==> config.mk <==
export PLATFORM = sky130hd
export DESIGN_NAME = deslocador_seq
export DESIGN_NICKNAME = d
export VERILOG_FILES = /design/src/rtl/shift_pkg.sv /design/src/rtl/shift_step.sv /design/src/rtl/deslocador_seq.sv
export SDC_FILE = /design/constraint.sdc
export NUM_CORES = 1
export LEC_CHECK = 0
export ABC_AREA = 1
export CAP_MARGIN = 10
export CORE_MARGIN = 1.5
export CORE_UTILIZATION = 56
export CTS_BUF_LIST = sky130_fd_sc_hd__clkbuf_16
export DETAILED_ROUTE_END_ITERATION = 8
export GPL_ROUTABILITY_DRIVEN = 0
export PLACE_DENSITY = 0.85
export SYNTH_ARGS = -nofsm -noshare
export SYNTH_HDL_FRONTEND = slang
export SYNTH_HIERARCHICAL = 1
export SYNTH_SLANG_ARGS = --single-unit
==> constraint.sdc <==
create_clock -name clk -period 3.15 [get_ports clk]
set_input_delay 0.315 -clock clk [delete_from_list [all_inputs] [get_ports clk]]
set_output_delay 0.315 -clock clk [all_outputs]
set_load 0.05 [all_outputs]
==> src/rtl/shift_pkg.sv <==
`default_nettype none
`timescale 1ns/1ps
// ============================================================================
// Module   : shift_pkg
// Purpose  : Shared mode codes and FSM state encoding for the sequential
//            shifter (deslocador_seq) and its combinational step unit.
// Revision : 1.0 - initial release
// ============================================================================
package shift_pkg;

  // Shift mode codes, as presented on the mode port
  localparam logic [1:0] MODE_LSL = 2'b00;
  localparam logic [1:0] MODE_LSR = 2'b01;
  localparam logic [1:0] MODE_ASR = 2'b10;
  localparam logic [1:0] MODE_ROL = 2'b11;

  // Controller states
  typedef enum logic [0:0] {
    ST_IDLE = 1'b0,
    ST_RUN  = 1'b1
  } state_t;

endpackage
`default_nettype wire

==> src/rtl/shift_step.sv <==
`default_nettype none
`timescale 1ns/1ps
// ============================================================================
// Module   : shift_step
// Purpose  : One-position shift/rotate of a WIDTH-bit word in one of four
//            modes (LSL, LSR, ASR, ROL). Also reports the bit that leaves.
// Revision : 1.0 - initial release
// ============================================================================
module shift_step
  import shift_pkg::*;
#(
  parameter int WIDTH = 16
) (
  input  logic [WIDTH-1:0] w,
  input  logic [1:0]       mode,
  output logic [WIDTH-1:0] w_next,
  output logic             bit_out
);

  // Select the single-position move and the bit it pushes out
  always_comb begin
    w_next  = w;
    bit_out = 1'b0;
    case (mode)
      MODE_LSL: begin
        w_next  = {w[WIDTH-2:0], 1'b0};
        bit_out = w[WIDTH-1];
      end
      MODE_LSR: begin
        w_next  = {1'b0, w[WIDTH-1:1]};
        bit_out = w[0];
      end
      MODE_ASR: begin
        w_next  = {w[WIDTH-1], w[WIDTH-1:1]};
        bit_out = w[0];
      end
      MODE_ROL: begin
        w_next  = {w[WIDTH-2:0], w[WIDTH-1]};
        bit_out = w[WIDTH-1];
      end
      default: begin
        w_next  = w;
        bit_out = 1'b0;
      end
    endcase
  end

endmodule
`default_nettype wire

==> src/rtl/deslocador_seq.sv <==
`default_nettype none
`timescale 1ns/1ps
// ============================================================================
// Module   : deslocador_seq
// Purpose  : Multi-cycle variable shifter (LSL/LSR/ASR/ROL), one bit position
//            per clock, with start/busy/done handshake and abort.
// Revision : 1.0 - initial release
// ============================================================================
module deslocador_seq
  import shift_pkg::*;
#(
  parameter int WIDTH   = 16,
  parameter int SHAMT_W = $clog2(WIDTH) + 1
) (
  input  logic               clk,
  input  logic               rst_n,
  input  logic               start,
  input  logic               abort,
  input  logic [1:0]         mode,
  input  logic [WIDTH-1:0]   a,
  input  logic [SHAMT_W-1:0] shamt,
  output logic               busy,
  output logic               done,
  output logic [WIDTH-1:0]   y,
  output logic               carry,
  output logic               zero
);

  localparam int                 c_LOG_W     = $clog2(WIDTH);
  localparam logic [SHAMT_W-1:0] c_WIDTH_CNT = SHAMT_W'(WIDTH);

  state_t               r_state;
  state_t               w_state_nxt;
  logic [WIDTH-1:0]     r_work;
  logic [1:0]           r_mode;
  logic [SHAMT_W-1:0]   r_cnt;
  logic                 r_carry_int;
  logic [WIDTH-1:0]     r_y;
  logic                 r_carry;
  logic                 r_done;

  logic                 w_accept;
  logic                 w_finish;
  logic                 w_step_en;
  logic [SHAMT_W-1:0]   w_cnt_init;
  logic [WIDTH-1:0]     w_step_word;
  logic                 w_step_bit;

  assign w_accept  = (r_state == ST_IDLE) && start && !abort;
  // abort takes priority over completion: a killed operation never reports done
  assign w_finish  = (r_state == ST_RUN) && !abort && (r_cnt == '0);
  assign w_step_en = (r_state == ST_RUN) && !abort && (r_cnt != '0);

  // Effective iteration count: rotations wrap, plain shifts saturate at WIDTH
  always_comb begin
    w_cnt_init = shamt;
    if (mode == MODE_ROL) begin
      w_cnt_init = SHAMT_W'(shamt[c_LOG_W-1:0]);
    end else if (shamt > c_WIDTH_CNT) begin
      w_cnt_init = c_WIDTH_CNT;
    end
  end

  shift_step #(
    .WIDTH (WIDTH)
  ) u_step (
    .w       (r_work),
    .mode    (r_mode),
    .w_next  (w_step_word),
    .bit_out (w_step_bit)
  );

  // State register
  always_ff @(posedge clk or negedge rst_n) begin
    if (!rst_n) begin
      r_state <= ST_IDLE;
    end else begin
      r_state <= w_state_nxt;
    end
  end

  // Next-state logic: leave RUN on completion or abort
  always_comb begin
    w_state_nxt = r_state;
    case (r_state)
      ST_IDLE: if (w_accept) w_state_nxt = ST_RUN;
      ST_RUN:  if (abort || (r_cnt == '0)) w_state_nxt = ST_IDLE;
      default: w_state_nxt = ST_IDLE;
    endcase
  end

  // Datapath: load on accept, step while counting, publish result on finish
  always_ff @(posedge clk or negedge rst_n) begin
    if (!rst_n) begin
      r_work      <= '0;
      r_mode      <= MODE_LSL;
      r_cnt       <= '0;
      r_carry_int <= 1'b0;
      r_y         <= '0;
      r_carry     <= 1'b0;
      r_done      <= 1'b0;
    end else begin
      r_done <= w_finish;
      if (w_accept) begin
        r_work      <= a;
        r_mode      <= mode;
        r_cnt       <= w_cnt_init;
        r_carry_int <= 1'b0;
      end else if (w_step_en) begin
        r_work      <= w_step_word;
        r_carry_int <= w_step_bit;
        r_cnt       <= r_cnt - SHAMT_W'(1);
      end
      if (w_finish) begin
        r_y     <= r_work;
        r_carry <= r_carry_int;
      end
    end
  end

  assign busy  = (r_state == ST_RUN);
  assign done  = r_done;
  assign y     = r_y;
  assign carry = r_carry;
  assign zero  = (r_y == '0);

endmodule
`default_nettype wire

==> metrics.md, run 1 <==
| Metric | Value |
|---|---|
| Kind of start point of the critical path | `flip-flop` |
| Worst path slowest cell | `sky130_fd_sc_hd__clkdlybuf4s50_1` |
| Number of cells after detailed placement | `around 450` |
| Ant diodes | `0` |
| Critical path capture point type | `primary output` |
| Per-instance average area after synthesis | `6.892 µm²` |
| WL per Instance | `12.16 µm` |
| Placement-stage cell area | `about 3000 µm²` |
| Clock-pin transition on the worst setup and hold timing paths | `0.06 ns` |
| Source-to-sink clock delay at the later pin of the worst-skew pair | `0.28 ns` |
| Number of core rows | `24` |
| Share of the yosys chip area belonging to registers | `0.4220` |
| Critical Path RT | `2.83 ns` |
| Fraction of the cycle the final worst path needs | `0.7149` |
| Via total after detailed routing | `2375` |
| Maximum ir drop on the vdd rail | `0.4660 mV` |
| GRT Total Usage | `0.2514` |
| Via density | `~5.1` |
| Asr flop ratio synth | `1.000` |
| RSZ-0062 raised after global routing | `false` |
| Ports | `47` |
| Number of buffers on the longest clock path | `2` |
| Worst slew slack as a fraction of its limit | `0.3547` |
| Fin crit period | `2.252 ns` |
| Remaining number of nets flagged by the antenna check after routing | `0` |
| Cell chain of the critical path | `nor4_1 -> nand2_1 -> nor2_1 -> clkdlybuf4s50_1` |
| # hold bufs at CTS | `0` |
| TritonCTS clock tree | `built` |
| Number of global-route vias before repair | `2224` |
| Min-delay worst type | `in2async` |
| Max Cap Violations | `0` |
| Number of CTS-inserted buffers | `5` |
| Max incr delay on CP | `0.80 ns` |
| Sequential cell fraction of total power | `0.317` |
| # resized after CTS | `0` |
| Total Nets Final | `441` |
| Clock Sinks | `43` |
| Final Instance Count excl. Fillers | `roughly 460` |
| Clock network power share | `0.208` |
| Static leakage power | `1.726 nW` |
| Gate count of the mapped netlist | `370` |
| Final global-route overflow total | `0` |
| WP buf/inv | `1` |
| Setup Buffers After CTS | `0` |
| Startpoint-to-endpoint class of the critical path | `reg2out` |
| Layout cell share with drive strength beyond 1 | `0.08293` |
| Overall die area | `between 4000 and 5000 µm²` |
| Highest Clock Rate | `444.0 MHz` |
| Max-slew violation count | `0` |
| Wire length after detailed routing | `5616 µm` |
| Worst setup skew after layout | `0.003094 ns` |
| Outcome | `finished clean` |
| Sum of net half-perimeters after detailed placement | `3748 µm` |
| Remaining DRCs | `0` |
| Register area | `1076 µm²` |
| Filler instances | `350` |
| Die outline width | `70.48 µm` |
| Post-Syn Nets | `approximately 400` |
| Number of distinct standard cells referenced by the synthesized netlist | `22` |
| Number of hold violations in the final report | `0` |
| Most used flip-flop cell after synthesis | `sky130_fd_sc_hd__dfrtp_1` |
| Overall power of the completed layout | `3.156 mW` |
| Pin count of the biggest net entering global routing | `44` |
| Crit-path leading delay family | `buffers and inverters` |
| Setup Viol. Count Final | `0` |
| Arrival time of the worst setup path | `1.94 ns` |
| Reported net switching power | `1.411 mW` |
| Power Dens Cells | `around 1000 nW/µm²` |
| Worst-margin pin slew | `0.9680 ns` |
| Global-route wire length before repair | `9887 µm` |
| Clock root buffer master | `sky130_fd_sc_hd__clkbuf_16` |
| Std-Cell Core Area | `4354 µm²` |
| CTS H-Tree Depth | `2` |
| Number of enable flip-flop cells after synthesis | `0` |
| Cell area after synthesis | `2550 µm²` |
| Number of DRC violations after detailed-routing iteration 0 | `around 180` |
| Port Buf Inserts | `46` |
| Portion of total power attributed to combinational logic | `0.475` |
| Total area of multi-input combinational cells | `1221 µm²` |
| Count of yosys warnings during synthesis | `6` |
| Effective utilization at floorplan | `0.5856` |
| Initial antenna violation count | `0` |
| Accumulated negative setup slack | `0 ns` |
| Fraction of power spent switching nets | `0.4470` |
| Internal Dissipation | `1.745 mW` |
| Final standard cell area without fillers | `3153 µm²` |
| Area growth, synth to finish | `23.65%` |
| DIE HEIGHT | `70.48 µm` |
| First-pass iteration count of the detailed router | `4` |
| Worst Path Max Fanout | `3` |
| Synth Register Bits | `43` |
==> power by group through the flow <==
stage / registers (mW) / logic, mW / clock network [mW]
2_1_floorplan: 1.25 / 0.838 / 0
3_3_place_gp: 0.993 / 1.45 / 0
3_5_place_dp: 1.00 / 1.49 / 0
4_1_cts: 0.997 / 1.50 / 0.668
5_1_grt: 1.03 / 1.67 / 0.699
6_report: 1.00 / 1.50 / 0.657
==> logic make-up (layout without fill, tap and decap cells) <==
logic type,Yosys count,count (layout),share of synthesized area
buf+inv,49,89,0.09912
flops,43,43,0.4220
fa+ha+maj,5,5,0.02453
compound gates,5,5,0.009812
simple gates,268,268,0.4446
==> flip-flops by register name, indices dropped and copies added (netlist names) <==
signal       flops
r_cnt            5
r_work          16
r_carry_int      1
r_mode           2
y               16
done             1
carry            1
busy             1
==> cell usage in the layout, fill, tap and decap left out, types with 2 or more instances in the layout <==
cell / synthesis / routed
sky130_fd_sc_hd__nor4_1: 2 / 2
sky130_fd_sc_hd__buf_4: 0 / 2
sky130_fd_sc_hd__bufinv_16: 0 / 2
sky130_fd_sc_hd__nand2_2: 13 / 13
sky130_fd_sc_hd__inv_2: 4 / 4
sky130_fd_sc_hd__o21ai_0: 4 / 4
sky130_fd_sc_hd__dfrtp_1: 43 / 43
sky130_fd_sc_hd__ha_1: 5 / 5
sky130_fd_sc_hd__nand3_1: 33 / 33
sky130_fd_sc_hd__nand2_1: 192 / 192
sky130_fd_sc_hd__clkbuf_16: 0 / 5
sky130_fd_sc_hd__clkdlybuf4s50_1: 0 / 45
sky130_fd_sc_hd__nor2_1: 22 / 22
sky130_fd_sc_hd__inv_1: 27 / 28
==> routing by layer <==
layer  GRT usage  wire, µm  vias up
met2      0.4109      2757       89
met4      0.1047       137        0
li1            -         -     1197
met5           0         0        -
met3     0.04906       359       14
met1      0.3255      2362     1075
==> worst reg2reg max path: stages (launching register included) <==
cell,delay (ns)
sky130_fd_sc_hd__dfrtp_1,0.39
sky130_fd_sc_hd__inv_1,0.13
sky130_fd_sc_hd__ha_1,0.25
sky130_fd_sc_hd__nand4_2,0.19
sky130_fd_sc_hd__nand2_2,0.36
sky130_fd_sc_hd__nand2_2,0.39
sky130_fd_sc_hd__o21ai_0,0.28
==> Yosys cell counts (2+ instances only) <==
cell type / number / area, µm²
sky130_fd_sc_hd__nand3_1: 33 / 165.2
sky130_fd_sc_hd__o21ai_0: 4 / 20.02
sky130_fd_sc_hd__dfrtp_1: 43 / 1076
sky130_fd_sc_hd__nand2_2: 13 / 81.33
sky130_fd_sc_hd__inv_1: 27 / 101.4
sky130_fd_sc_hd__nand2_1: 192 / 720.7
sky130_fd_sc_hd__buf_6: 5 / 56.30
sky130_fd_sc_hd__nor2_1: 22 / 82.58
sky130_fd_sc_hd__nor4_1: 2 / 12.51
sky130_fd_sc_hd__ha_1: 5 / 62.56
sky130_fd_sc_hd__buf_2: 10 / 50.05
sky130_fd_sc_hd__inv_2: 4 / 15.01
==> path summary, 6_finish.rpt <==
kind | endpoint | start | cells after the start | slack, ns
setup / recovery | zero | y[9] | 4 | 0.90
hold / removal | y[3] | rst_n | 1 | 0.18
setup reg to reg | r_cnt[4] | r_cnt[0] | 6 | 1.08
hold reg to reg | y[3] | y[3] | 2 | 0.50
max in group asynchronous | r_work[0] | rst_n | 1 | 2.36
min in group clk | y[3] | y[3] | 2 | 0.50
==> layout make-up <==
| type | instances | share of cell area |
|---|---|---|
| Clock buffer | 5 | 0.03968 |
| Clock inverter | 3 | 0.02024 |
| Inverter | 33 | 0.04167 |
| Multi-Input combinational cell | 278 | 0.3873 |
| Sequential cell | 43 | 0.3413 |
| Tap cell | 52 | 0.02063 |
| Timing Repair Buffer | 48 | 0.1492 |
==> through the flow <==
stage                     worst slack [ns]  hold WS (ns)  utilization
after floorplan                      1.238       0.01941            -
after global placement               1.148        0.4797       0.6807
after detailed placement             1.060        0.4868       0.6807
after CTS                           0.8685        0.2123       0.7241
after global routing                0.7412        0.2673       0.7241
final                               0.8979        0.1822       0.7241
(Power assumes the default switching activity.)
==> run 2, diff against run 1 <==
Settings changed: CORE_UTILIZATION 56 to 52, PLACE_DENSITY 0.85 to 0.79.
Clock period 3.15 ns to 2.1 ns, I/O delays scaled along.
==> run 2 against run 1 <==
Critical path depth down 3. Largest cell class unchanged. Largest power group unchanged. Hold slack better by 0.21 ns. Clock-buffer cell count unchanged. Worst setup slack worse by 0.49 ns. Sequential share of layout area down 0.60 points. Die area up 7.4%. Final cell count up 4.3%. Total power up 50%. Non-clock buffer count up 5. Via count up 0.25%. Clock skew up 0.0011 ns. Highest routed layer unchanged.
==> metrics.md, run 2 (synthesized netlist as in run 1, its figures left out) <==
| Metric | Value |
|---|---|
| Fin crit period | `1.697 ns` |
| Remaining number of nets flagged by the antenna check after routing | `0` |
| Layout cell share with drive strength beyond 1 | `0.09398` |
| Max Cap Violations | `0` |
| Kind of start point of the critical path | `flip-flop` |
| CTS H-Tree Depth | `2` |
| Highest Clock Rate | `589.4 MHz` |
| Static leakage power | `about 1.7 nW` |
| First-pass iteration count of the detailed router | `4` |
| Global-route wire length before repair | `between 9000 and 10000 µm` |
| Final setup margin | `0.4035 ns` |
| Clock Sinks | `43` |
| Reported net switching power | `~2.1 mW` |
| Remaining DRCs | `0` |
| Portion of total power attributed to combinational logic | `0.474` |
| GRT Total Usage | `0.2303` |
| Top library cells by usage in the layout, fill and taps aside | `sky130_fd_sc_hd__nand2_1, sky130_fd_sc_hd__clkdlybuf4s50_1, sky130_fd_sc_hd__dfrtp_1, sky130_fd_sc_hd__nand3_1, sky130_fd_sc_hd__inv_1` |
| Number of buffers on the longest clock path | `2` |
| Clock root buffer master | `sky130_fd_sc_hd__clkbuf_16` |
| WL per Instance | `11.63 µm` |
| Via total after detailed routing | `2381` |
| Port Buf Inserts | `46` |
| Number of core rows | `25` |
| Internal Dissipation | `2.619 mW` |
| Area growth, synth to finish | `25.86%` |
| Startpoint-to-endpoint class of the critical path | `reg2out` |
| Sequential cell fraction of total power | `0.318` |
| Max-slew violation count | `0` |
| Critical path capture point type | `primary output` |
| Clock network power share | `0.208` |
| Worst-margin pin slew | `0.4948 ns` |
| Effective utilization at floorplan | `0.5399` |
| WP buf/inv | `1` |
| Overall power of the completed layout | `4.726 mW` |
| Hold_ws | `around 0.39 ns` |
| Leading cell type in the layout, fill and taps excluded | `sky130_fd_sc_hd__nand2_1` |
| Ant diodes | `0` |
| Pin count of the biggest net entering global routing | `27` |
| Cell chain of the critical path | `clkdlybuf4s50_1` |
| Critical Path RT | `1.89 ns` |
| TritonCTS clock tree | `built` |
| Std-Cell Core Area | `~4700 µm²` |
| Outcome | `finished clean` |
| Clock-pin transition on the worst setup and hold timing paths | `about 0.060 ns` |
| Worst slew slack as a fraction of its limit | `0.6691` |
| RSZ-0062 raised after global routing | `false` |
| Power Dens Cells | `1473 nW/µm²` |
| Worst slack at placement | `0.4058 ns` |
| Worst setup skew after layout | `about 0.0042 ns` |
| Initial antenna violation count | `0` |
| Accumulated negative setup slack | `0 ns` |
| Number of hold violations in the final report | `0` |
| Min-delay worst type | `in2async` |
| Arrival time of the worst setup path | `1.49 ns` |
| Max incr delay on CP | `0.82 ns` |
| Die outline width | `73.03 µm` |
| Wire length after detailed routing | `5604 µm` |
| Total Nets Final | `446` |
| Maximum ir drop on the vdd rail | `between 0.8 and 0.9 mV` |
| Via density | `4.940` |
| Fraction of power spent switching nets | `0.4458` |
| Crit-path leading delay family | `buffers and inverters` |
| Final global-route overflow total | `0` |
| Sum of net half-perimeters after detailed placement | `between 3000 and 4000 µm` |
| Worst Path Max Fanout | `3` |
| Worst path slowest cell | `sky130_fd_sc_hd__clkdlybuf4s50_1` |
| Overall die area | `5333 µm²` |
| Source-to-sink clock delay at the later pin of the worst-skew pair | `0.28 ns` |
| DIE HEIGHT | `between 70 and 80 µm` |
| Fraction of the cycle the final worst path needs | `0.8079` |
| Number of DRC violations after detailed-routing iteration 0 | `around 100` |
| Setup Viol. Count Final | `0` |
| Number of CTS-inserted buffers | `5` |
| Final core utilization | `0.6795` |
| Ports | `47` |
| Number of global-route vias before repair | `2177` |
[run 2: changes by cell type in the layout (fill, tap and decap cells not counted), sizes merged]
| cell | before | now |
|---|---|---|
| buf | 3 | 8 |
| dlygate4sd3 | 0 | 1 |
| clkdlybuf4s50 | 45 | 44 |
[run 2: through the flow]
step | cells | instance area, µm²
after floorplan | 370 | 2550
after global placement | 473 | 3010
after detailed placement | 473 | 3010
after CTS | 482 | 3209
after global routing | 482 | 3209
final | 482 | 3209
[run 2: final timing paths]
kind / cells past startpoint / end / slack (ns) / startpoint
max reg2reg: 7 / r_cnt[2] / 0.43 / r_cnt[0]
max: 1 / busy / 0.40 / busy
min in group clk: 2 / carry / 0.49 / carry
max in group asynchronous: 3 / r_work[9] / 1.01 / rst_n
min: 2 / y[3] / 0.39 / rst_n
min reg2reg: 2 / carry / 0.49 / carry
[run 2: layer usage]
| metal | routed length, µm | track usage | part of all wire | vias up |
|---|---|---|---|---|
| met5 | 0 | 0 | 0 | - |
| met4 | 114 | 0.09015 | 0.020 | 0 |
| met3 | 324 | 0.04420 | 0.058 | 9 |
| met2 | 2727 | 0.3869 | 0.49 | 79 |
| met1 | 2438 | 0.2918 | 0.44 | 1084 |
| li1 | - | - | - | 1209 |
[run 2: cell type report]
class,count,area (µm²)
Multi-Input combinational cell,278,1221
Clock buffer,5,125.1
Tap cell,67,83.83
Timing Repair Buffer,53,508.0
Fill cell,393,1514
Inverter,33,131.4
Sequential cell,43,1076
Clock inverter,3,63.81
[run 2: what timing repair did]
item | CTS | global route
hold buffers | 1 | 0
gates resized for setup | 0 | 0
endpoints found under the hold margin | 17 | 0
setup buffers | 0 | 0
[run 2: power groups by stage]
stage	registers [mW]	clock network, mW	logic (mW)
2_1_floorplan	1.88	0	1.26
3_3_place_gp	1.50	0	2.18
3_5_place_dp	1.50	0	2.23
4_1_cts	1.49	0.989	2.25
5_1_grt	1.55	1.03	2.48
6_report	1.50	0.984	2.24
